`config.mk`:
```
export PLATFORM = sky130hd
export DESIGN_NAME = syzygy_adc_capture
export DESIGN_NICKNAME = d
export VERILOG_FILES = /design/src/rtl/syzygy_adc_pkg.sv /design/src/rtl/syzygy_adc_pack.sv /design/src/rtl/syzygy_adc_capture.sv
export SDC_FILE = /design/constraint.sdc
export NUM_CORES = 1
export LEC_CHECK = 0
export CORE_MARGIN = 4
export CORE_UTILIZATION = 30
export CTS_BUF_LIST = sky130_fd_sc_hd__clkbuf_8
export DETAILED_ROUTE_END_ITERATION = 16
export PLACE_DENSITY_LB_ADDON = 0.08
export SETUP_SLACK_MARGIN = 0.15
export SYNTH_ARGS = -nofsm -noshare
export SYNTH_HDL_FRONTEND = slang
export SYNTH_SLANG_ARGS = --single-unit
```
`constraint.sdc`:
```
create_clock -name clk -period 4.6 [get_ports clk]
set_input_delay 0.46 -clock clk [delete_from_list [all_inputs] [get_ports clk]]
set_output_delay 0.46 -clock clk [all_outputs]
set_load 0.05 [all_outputs]
```
`src/rtl/syzygy_adc_pkg.sv`:
```
// Purpose : shared types and helpers for the SYZYGY ADC capture block.
// Contents: capture FSM state enum, sample/word widths, offset-binary to
//           two's-complement conversion.
package syzygy_adc_pkg;

  localparam int SAMPLE_W = 16;
  localparam int WORD_W   = 32;

  typedef enum logic [1:0] {
    IDLE    = 2'd0,
    SETTLE  = 2'd1,
    CAPTURE = 2'd2,
    DRAIN   = 2'd3
  } adc_cap_state_t;

  // raw holds a width-bit offset-binary sample, zero-extended to SAMPLE_W.
  // Inverting the MSB gives two's complement; that bit is then copied
  // into every bit above it to sign-extend to SAMPLE_W.
  function automatic logic [SAMPLE_W-1:0] offset_to_twos(
    input logic [SAMPLE_W-1:0] raw,
    input int                  width
  );
    logic [SAMPLE_W-1:0] res;
    logic                sign;
    res  = raw;
    sign = 1'b0;
    for (int i = 0; i < SAMPLE_W; i++) begin
      if (i == width - 1) sign = ~raw[i];
    end
    for (int i = 0; i < SAMPLE_W; i++) begin
      if (i >= width - 1) res[i] = sign;
    end
    return res;
  endfunction

endpackage

```
`src/rtl/syzygy_adc_pack.sv`:
```
// Purpose : pairs converted samples into 32-bit words and holds them in a
//           single-entry valid/ready output register.
// Latency : word visible one cycle after its odd sample is presented.
// Backpressure: a word arriving while the register is stalled is dropped,
//           overflow is set, and a dropped final word moves tlast onto the
//           pending word.
// Ports   : cap_vld_i/cap_odd_i/cap_last_i/sample_i from the capture FSM,
//           clear_ovf_i on accepted start, m_t* stream, overflow_o flag.
module syzygy_adc_pack
  import syzygy_adc_pkg::*;
(
  input  logic                clk,
  input  logic                rst_n,
  input  logic                clear_ovf_i,
  input  logic                cap_vld_i,
  input  logic                cap_odd_i,
  input  logic                cap_last_i,
  input  logic [SAMPLE_W-1:0] sample_i,
  input  logic                m_tready_i,
  output logic [WORD_W-1:0]   m_tdata_o,
  output logic                m_tvalid_o,
  output logic                m_tlast_o,
  output logic                overflow_o
);

  logic [SAMPLE_W-1:0] even_q, even_d;
  logic [WORD_W-1:0]   tdata_q, tdata_d;
  logic                tvalid_q, tvalid_d;
  logic                tlast_q, tlast_d;
  logic                ovf_q, ovf_d;
  logic                stalled;

  always_comb begin
    even_d   = even_q;
    tdata_d  = tdata_q;
    tvalid_d = tvalid_q;
    tlast_d  = tlast_q;
    ovf_d    = ovf_q;
    stalled  = tvalid_q & ~m_tready_i;

    if (clear_ovf_i) ovf_d = 1'b0;

    if (cap_vld_i && !cap_odd_i) even_d = sample_i;

    if (cap_vld_i && cap_odd_i) begin
      if (stalled) begin
        // Drop the new word; keep the pending one stable.
        ovf_d = 1'b1;
        if (cap_last_i) tlast_d = 1'b1;
      end else begin
        // Covers both an empty register and accept-and-reload.
        tdata_d  = {sample_i, even_q};
        tvalid_d = 1'b1;
        tlast_d  = cap_last_i;
      end
    end else if (tvalid_q && m_tready_i) begin
      tvalid_d = 1'b0;
      tlast_d  = 1'b0;
    end
  end

  always_ff @(posedge clk) begin
    if (!rst_n) begin
      even_q   <= '0;
      tdata_q  <= '0;
      tvalid_q <= 1'b0;
      tlast_q  <= 1'b0;
      ovf_q    <= 1'b0;
    end else begin
      even_q   <= even_d;
      tdata_q  <= tdata_d;
      tvalid_q <= tvalid_d;
      tlast_q  <= tlast_d;
      ovf_q    <= ovf_d;
    end
  end

  assign m_tdata_o  = tdata_q;
  assign m_tvalid_o = tvalid_q;
  assign m_tlast_o  = tlast_q;
  assign overflow_o = ovf_q;

endmodule

```
`src/rtl/syzygy_adc_capture.sv`:
```
// Purpose : on start, flushes the ADC pipeline then captures pair_count
//           sample pairs, converts them to two's complement and streams them.
// Latency : first m_tvalid SETTLE_CYCLES+3 cycles after the start cycle.
// Backpressure: single output register; stalled words are dropped and
//           flagged on the sticky overflow output.
// Ports   : clk/rst_n, adc_data, start/pair_count, busy/done/overflow,
//           m_tdata/m_tvalid/m_tready/m_tlast.
// Option  : SYZYGY_ADC_TEST_PATTERN_EN adds test_mode, which replaces the
//           ADC data with a ramp restarting at 0 on every accepted start.
module syzygy_adc_capture
  import syzygy_adc_pkg::*;
#(
  parameter int DATA_W        = 12,
  parameter int SETTLE_CYCLES = 8,
  parameter int COUNT_W       = 16
) (
  input  logic               clk,
  input  logic               rst_n,
  input  logic [DATA_W-1:0]  adc_data,
`ifdef SYZYGY_ADC_TEST_PATTERN_EN
  input  logic               test_mode,
`endif
  input  logic               start,
  input  logic [COUNT_W-1:0] pair_count,
  output logic               busy,
  output logic               done,
  output logic               overflow,
  output logic [WORD_W-1:0]  m_tdata,
  output logic               m_tvalid,
  input  logic               m_tready,
  output logic               m_tlast
);

  localparam int SET_W = (SETTLE_CYCLES > 1) ? $clog2(SETTLE_CYCLES) : 1;

  adc_cap_state_t      state_q;
  logic [DATA_W-1:0]   adc_q;
  logic [DATA_W-1:0]   src;
  logic [SET_W-1:0]    settle_q;
  logic [COUNT_W-1:0]  left_q;
  logic                odd_q;
  logic                busy_q;
  logic                done_q;
  logic                start_ok;
  logic                cap_vld;
  logic                cap_last;
  logic [SAMPLE_W-1:0] sample;

  // Input register deliberately has no reset.
  always_ff @(posedge clk) begin
    adc_q <= adc_data;
  end

  assign start_ok = start && (state_q == IDLE);

`ifdef SYZYGY_ADC_TEST_PATTERN_EN
  logic [DATA_W-1:0] ramp_q;
  always_ff @(posedge clk) begin
    if (!rst_n)                 ramp_q <= '0;
    else if (start_ok)          ramp_q <= '0;
    else if (state_q == CAPTURE) ramp_q <= ramp_q + DATA_W'(1);
  end
  assign src = test_mode ? ramp_q : adc_q;
`else
  assign src = adc_q;
`endif

  assign sample   = offset_to_twos(SAMPLE_W'(src), DATA_W);
  assign cap_vld  = (state_q == CAPTURE);
  // left_q counts pairs still to finish, so 2^COUNT_W-1 needs no extra bit.
  assign cap_last = odd_q && (left_q == COUNT_W'(1));

  always_ff @(posedge clk) begin
    if (!rst_n) begin
      state_q  <= IDLE;
      settle_q <= '0;
      left_q   <= '0;
      odd_q    <= 1'b0;
      busy_q   <= 1'b0;
      done_q   <= 1'b0;
    end else begin
      done_q <= 1'b0;
      case (state_q)
        IDLE: begin
          if (start) begin
            left_q   <= pair_count;
            settle_q <= '0;
            odd_q    <= 1'b0;
            if (pair_count == '0) begin
              done_q <= 1'b1;
            end else begin
              busy_q  <= 1'b1;
              state_q <= SETTLE;
            end
          end
        end
        SETTLE: begin
          if (settle_q == SET_W'(SETTLE_CYCLES - 1)) state_q  <= CAPTURE;
          else                                        settle_q <= settle_q + SET_W'(1);
        end
        CAPTURE: begin
          odd_q <= ~odd_q;
          if (odd_q) begin
            if (left_q == COUNT_W'(1)) state_q <= DRAIN;
            else                       left_q  <= left_q - COUNT_W'(1);
          end
        end
        DRAIN: begin
          // Only the tlast word can be pending here.
          if (m_tvalid && m_tready) begin
            state_q <= IDLE;
            busy_q  <= 1'b0;
            done_q  <= 1'b1;
          end
        end
        default: state_q <= IDLE;
      endcase
    end
  end

  assign busy = busy_q;
  assign done = done_q;

  syzygy_adc_pack u_pack (
    .clk        (clk),
    .rst_n      (rst_n),
    .clear_ovf_i(start_ok),
    .cap_vld_i  (cap_vld),
    .cap_odd_i  (odd_q),
    .cap_last_i (cap_last),
    .sample_i   (sample),
    .m_tready_i (m_tready),
    .m_tdata_o  (m_tdata),
    .m_tvalid_o (m_tvalid),
    .m_tlast_o  (m_tlast),
    .overflow_o (overflow)
  );

endmodule

```
Word level (Yosys, flattened, before mapping)
Index checks and enable logic that the tools add are counted.
{"block": "op_classes", "n_addsub": 2, "eq_ne": 15, "mux": 32, "n_bitwise": 5, "n_reduce_logical": 20}
{"cell": "16-bit two-way mux", "count": 3}
{"cell": "16-bit case mux with 2 select lines", "count": 1}
{"cell": "2-bit != test, second input constant", "count": 9}
{"cell": "16-bit by 1-bit equality test with 1-bit output, second input constant", "count": 1}
{"cell": "16-bit logical NOT", "count": 1}
{"cell": "16-bit by 1-bit subtractor with 16-bit output, second input constant", "count": 1}
{"cell": "1-bit two-way mux", "count": 15}
{"cell": "2-bit two-way mux", "count": 6}
{"cell": "2-bit case mux with 4 select lines", "count": 1}
{"cell": "2-bit AND reduction", "count": 4}
{"cell": "4-bit AND reduction", "count": 2}
{"cell": "2-bit nonzero test", "count": 4}
{"cell": "3-bit two-way mux", "count": 2}
{"cell": "1-bit case mux with 2 select lines", "count": 3}
{"cell": "3-bit case mux with 2 select lines", "count": 1}
{"cell": "6-bit AND reduction", "count": 1}
{"cell": "1-bit logical AND", "count": 5}
{"cell": "2-bit equality test, second input constant", "count": 2}
{"cell": "1-bit NOT", "count": 4}
{"cell": "3-bit by 1-bit adder with 3-bit output, second input constant", "count": 1}
{"cell": "3-bit equality test, second input constant", "count": 1}
{"cell": "3-bit by 2-bit != test with 1-bit output, second input constant", "count": 1}
{"cell": "3-bit AND reduction", "count": 1}
{"cell": "2-bit by 1-bit equality test with 1-bit output, second input constant", "count": 1}
{"cell": "3 further kinds", "count": 3}
{"block": "word_totals", "reg_bits": 79, "inputBits": 32, "out_inout_bits": 37}

Depth between registers and ports, before layout
{"block": "depth", "depth_word": 5, "ltp_mapped": 10, "depth_no_buf": 7}

Modules after synthesis
Synthesis repeated with hierarchy kept, for this count alone.
{"block": "unflattened", "cells_unflattened": 439, "area_unflattened_um2": 3895.0}
{"mod": "syzygy_adc_pack", "n_inst": 1, "cells_per_inst": 225, "area_each_um2": 2057.0}
{"mod": "syzygy_adc_capture", "n_inst": 1, "cells_per_inst": 214, "area_each_um2": 1838.0}

Least setup slack after synthesis
Ideal clock, no wire load.
{"block": "synth_timing", "path_kind": "register to register", "start": "reg state_q[0]", "end": "reg left_q[1]", "setup_time_ps": 70, "arrival_ps": 1723, "t_required_ps": 4530, "path_slack_ps": 2806, "path_stages_with_launch": 9, "n_path_buf": 1, "synth_period_minus_slack_ps": 1794, "cell_sequence": "dfxtp_1 > inv_1 > ha_1 > nor2b_1 > nor3_2 > o21ai_2 > buf_6 > a211o_1 > a21oi_1"}
{"block": "synth_via", "elab_chain_len": 3, "word_cells_on_any_way": 8, "classes_between": "4 x eq/ne; 1 x mux; 3 x reduce/logical"}
{"element": "start, declared", "line_no": "syzygy_adc_capture.sv:36", "text": "adc_cap_state_t state_q;"}
{"element": "start signal, assigned", "line_no": "syzygy_adc_capture.sv:75", "text": "state_q <= IDLE;"}
{"element": "start signal, assigned", "line_no": "syzygy_adc_capture.sv:93", "text": "state_q <= SETTLE;"}
{"element": "start signal, assigned", "line_no": "syzygy_adc_capture.sv:98", "text": "if (settle_q == SET_W'(SETTLE_CYCLES - 1)) state_q <= CAPTURE;"}
{"element": "2-bit equality test or 2-bit logical NOT (tied branches)", "line_no": "syzygy_adc_capture.sv:83", "text": "case (state_q)"}
{"element": "2-bit != test (no line) or 2-bit nonzero test (tied branches)"}
{"element": "4-bit AND reduction (no line)"}
{"element": "end signal, assigned", "line_no": "syzygy_adc_capture.sv:86", "text": "left_q <= pair_count;"}
{"element": "end signal, assigned", "line_no": "syzygy_adc_capture.sv:105", "text": "else left_q <= left_q - COUNT_W'(1);"}
{"element": "end, declared", "line_no": "syzygy_adc_capture.sv:40", "text": "logic [COUNT_W-1:0] left_q;"}
Several ways; a longest one is shown, not always the timed one.
A chain may end at the register's enable or synchronous reset.

Worst setup path in the final report
Ends and elaborated chain as after synthesis.

==> flow_summary.ini <==
[outcome]
status = completed

[timing]
skew_ns = 0.007212
tightest_slew_ns = 1.038
finalMaxSlewViolations = 0
period_share_pct = 58.09
slew_headroom_pct = 30.74
hold_ws_ns = 0.4421
rsz0062_at_grt = false
period_minus_slack_ns = 2.672
hold_violations = 0
fmax_ghz = 0.3742
setup_violations = 0
finalSetupTns_ns = 0

[drt]
ant_nets = 0
viasPerCell = 4.949
wl_mm = 8.535
drtIter0Drc = 119
drc = 0
dr_wl_met3_um = 442
wire_per_inst_um = 14.52
route.vias.total = 2910
routed.top_layer = met4
dr_wl_met2_mm = 3.752
first_pass_iters = 4
met1_length_mm = 4.281

[yosys]
synth_edf_count = 0
synthAdderAreaFrac_pct = 3.086
yosysWarnings = 0
async_reset_ff_share_pct = 0
synth_top_family_by_area = simple AND/OR/NAND/NOR gates
yosysSeqAreaShare_pct = 46.30
synth_flop_cell = dfxtp_1
synth_compound_area_share_pct = 17.82
synth_cell_types = 51
synth-xor-area-share_pct = 0
synthMuxAreaShare_pct = 1.852
synthesis.nets = 432
ys_seq_elements = 75
synth-simple-area-share_pct = 24.58
synth_area_mm2 = 0.003243
synth_cells = 392
avgSynthCellArea_um2 = 8.273

[die]
dieWidth_um = 112.0
die_area_mm2 = 0.01254
rows = 37
die_h_um = 112.0
start_util_pct = 31.14
core-area_mm2 = 0.01042
io_pins = 69

[cells_and_area]
drive_above_1_share_pct = 7.522
fill_cells = 1090
layout_commonest_cell = nand2_1
num_antenna_cells = 0
area_growth_pct = 29.01
final_cell_mix = nand2_1 (94), dfxtp_1 (75), clkdlybuf4s50_1 (68), a21oi_1 (58), nor2_1 (14)
nNetsFinal = 487

[pwr]
p_per_area_mw_per_mm2 = 588.8
p_leak_uw = 0.001457
ir_drop_mv = 0.2541

[cts]
clk_pin_slew_worst_paths_ns = 0.08
cts_setup_buffers = 0
clock_latency_ns = 0.34
cts_root_buf = clkbuf_8
cts_buffer_depth = 2
tritoncts = done
h-tree-depth = 3
cts_buffers = 9
clkSinkCount = 75
cts_resized = 0
holdBufCountCts = 0

[grt]
gr-total-overflow = 0
grt_pass1_wl_mm = 14.08
grt_pass1_vias = 2806
grt_use_total_pct = 13.74
grt_max_degree = 56
antenna_found_initial = 0

[setup_path]
rr_worst_depth = 10
arrival_ns = 2.93
worstSetupPathType = reg -> reg
end_kind = flop
worstPathMaxFanout = 29
start_kind = flop
cp.required_ns = 4.86

[placed_design]
io_buffers = 68
place.gp.congestion = 0.8098
place_hpwl_mm = 5.829

[min_path]
hp-class = reg -> reg
min_path_cells = 1

[flow_run]
cap_viol_max_count = 0
-- worst max-delay path, cell delays in order (launching register included) --
cell     delay (ns)
dfxtp_1        0.40
inv_1          0.09
ha_1           0.20
buf_4          0.24
nor2b_1        0.17
buf_4          0.20
nor3_2         0.33
o21ai_2        0.28
buf_4          0.28
a211o_1        0.27
a21oi_1        0.12
-- report_power, final --
group          internal [uW]  switching [uW]  leakage [uW]
logic                    399             646      0.000742
registers                770             120      0.000613
clock network            260             268      0.000102
total                   1430            1030       0.00146
-- cell families after synthesis --
kind of cell	after synthesis
AOI/OAI and AO/OA	96
muxes	6
buffers and inverters	42
and+or+nand+nor	165
DFF	75
adders and majority gates	8
-- through the flow --
stage                     std cells  setup WS, ns  area (um^2)  power [uW]  utilization [%]
after floorplan                 392         2.806         3243        1702                -
after global placement          572         1.936         3976        1946            38.17
after detailed placement        572         1.909         3976        1943            38.17
after CTS                       588         1.896         4184        2487            40.17
after global routing            588         1.662         4184        2659            40.17
final                           588         1.928         4184        2464            40.17
-- routing by layer --
metal | global-route usage, % | vias up
li1 | - | 1460
met5 | 0 | -
met4 | 3.125 | 0
met2 | 20.82 | 84
met3 | 3.913 | 4
met1 | 19.41 | 1362
-- final cells by class --
type / instances / area [um^2] / area share (%)
clock buffers: 9 / 123.9 / 2.961
flip-flops and latches: 75 / 1501 / 35.89
well taps: 136 / 170.2 / 4.067
clock inverters: 7 / 83.83 / 2.004
repair buffers: 73 / 718.2 / 17.17
inverters: 13 / 48.80 / 1.166
multi-input cells: 275 / 1538 / 36.75
-- cells in the mapped netlist (2+ instances only) --
| library cell | number | area share (%) |
|---|---|---|
| or3_1 | 5 | 0.96 |
| nor4_1 | 7 | 1.4 |
| o22ai_1 | 3 | 0.58 |
| nor2b_1 | 7 | 1.4 |
| ha_1 | 8 | 3.1 |
| nand2_1 | 94 | 11 |
| buf_4 | 8 | 1.9 |
| nor3_1 | 8 | 1.2 |
| nand4_1 | 5 | 0.96 |
| and3_1 | 4 | 0.77 |
| inv_1 | 12 | 1.4 |
| buf_2 | 3 | 0.46 |
| o21ai_0 | 7 | 1.1 |
| buf_6 | 2 | 0.69 |
| o31ai_1 | 3 | 0.69 |
| buf_1 | 6 | 0.69 |
| nor4b_1 | 2 | 0.54 |
| a31oi_1 | 2 | 0.39 |
| o32ai_1 | 4 | 1.1 |
| nand2b_1 | 3 | 0.58 |
| a21oi_1 | 58 | 9.0 |
| o211ai_1 | 5 | 1.2 |
| nand3_1 | 4 | 0.62 |
| clkbuf_1 | 10 | 1.2 |
| o31a_1 | 2 | 0.54 |
| nor2_1 | 15 | 1.7 |
| a211oi_1 | 2 | 0.46 |
| dfxtp_1 | 75 | 46 |
| mux2i_1 | 6 | 1.9 |
-- final timing paths --
check / from / slack (ns) / end
min: adc_q[11] / 0.44 / u_pack.m_tdata_o[27]
max reg2reg: state_q[0] / 1.93 / left_q[1]
max: state_q[0] / 1.93 / left_q[1]
min reg2reg: adc_q[11] / 0.44 / u_pack.m_tdata_o[27]
-- flip-flops by register name, indices dropped and copies added (netlist names) --
register,cells
u_pack.even_q,12
u_pack.m_tlast_o,1
settle_q,3
left_q,16
u_pack.m_tdata_o,24
done,1
u_pack.overflow_o,1
busy,1
odd_q,1
u_pack.m_tvalid_o,1
adc_q,12
state_q,2
Note: power is estimated with default switching activity, not from simulation.
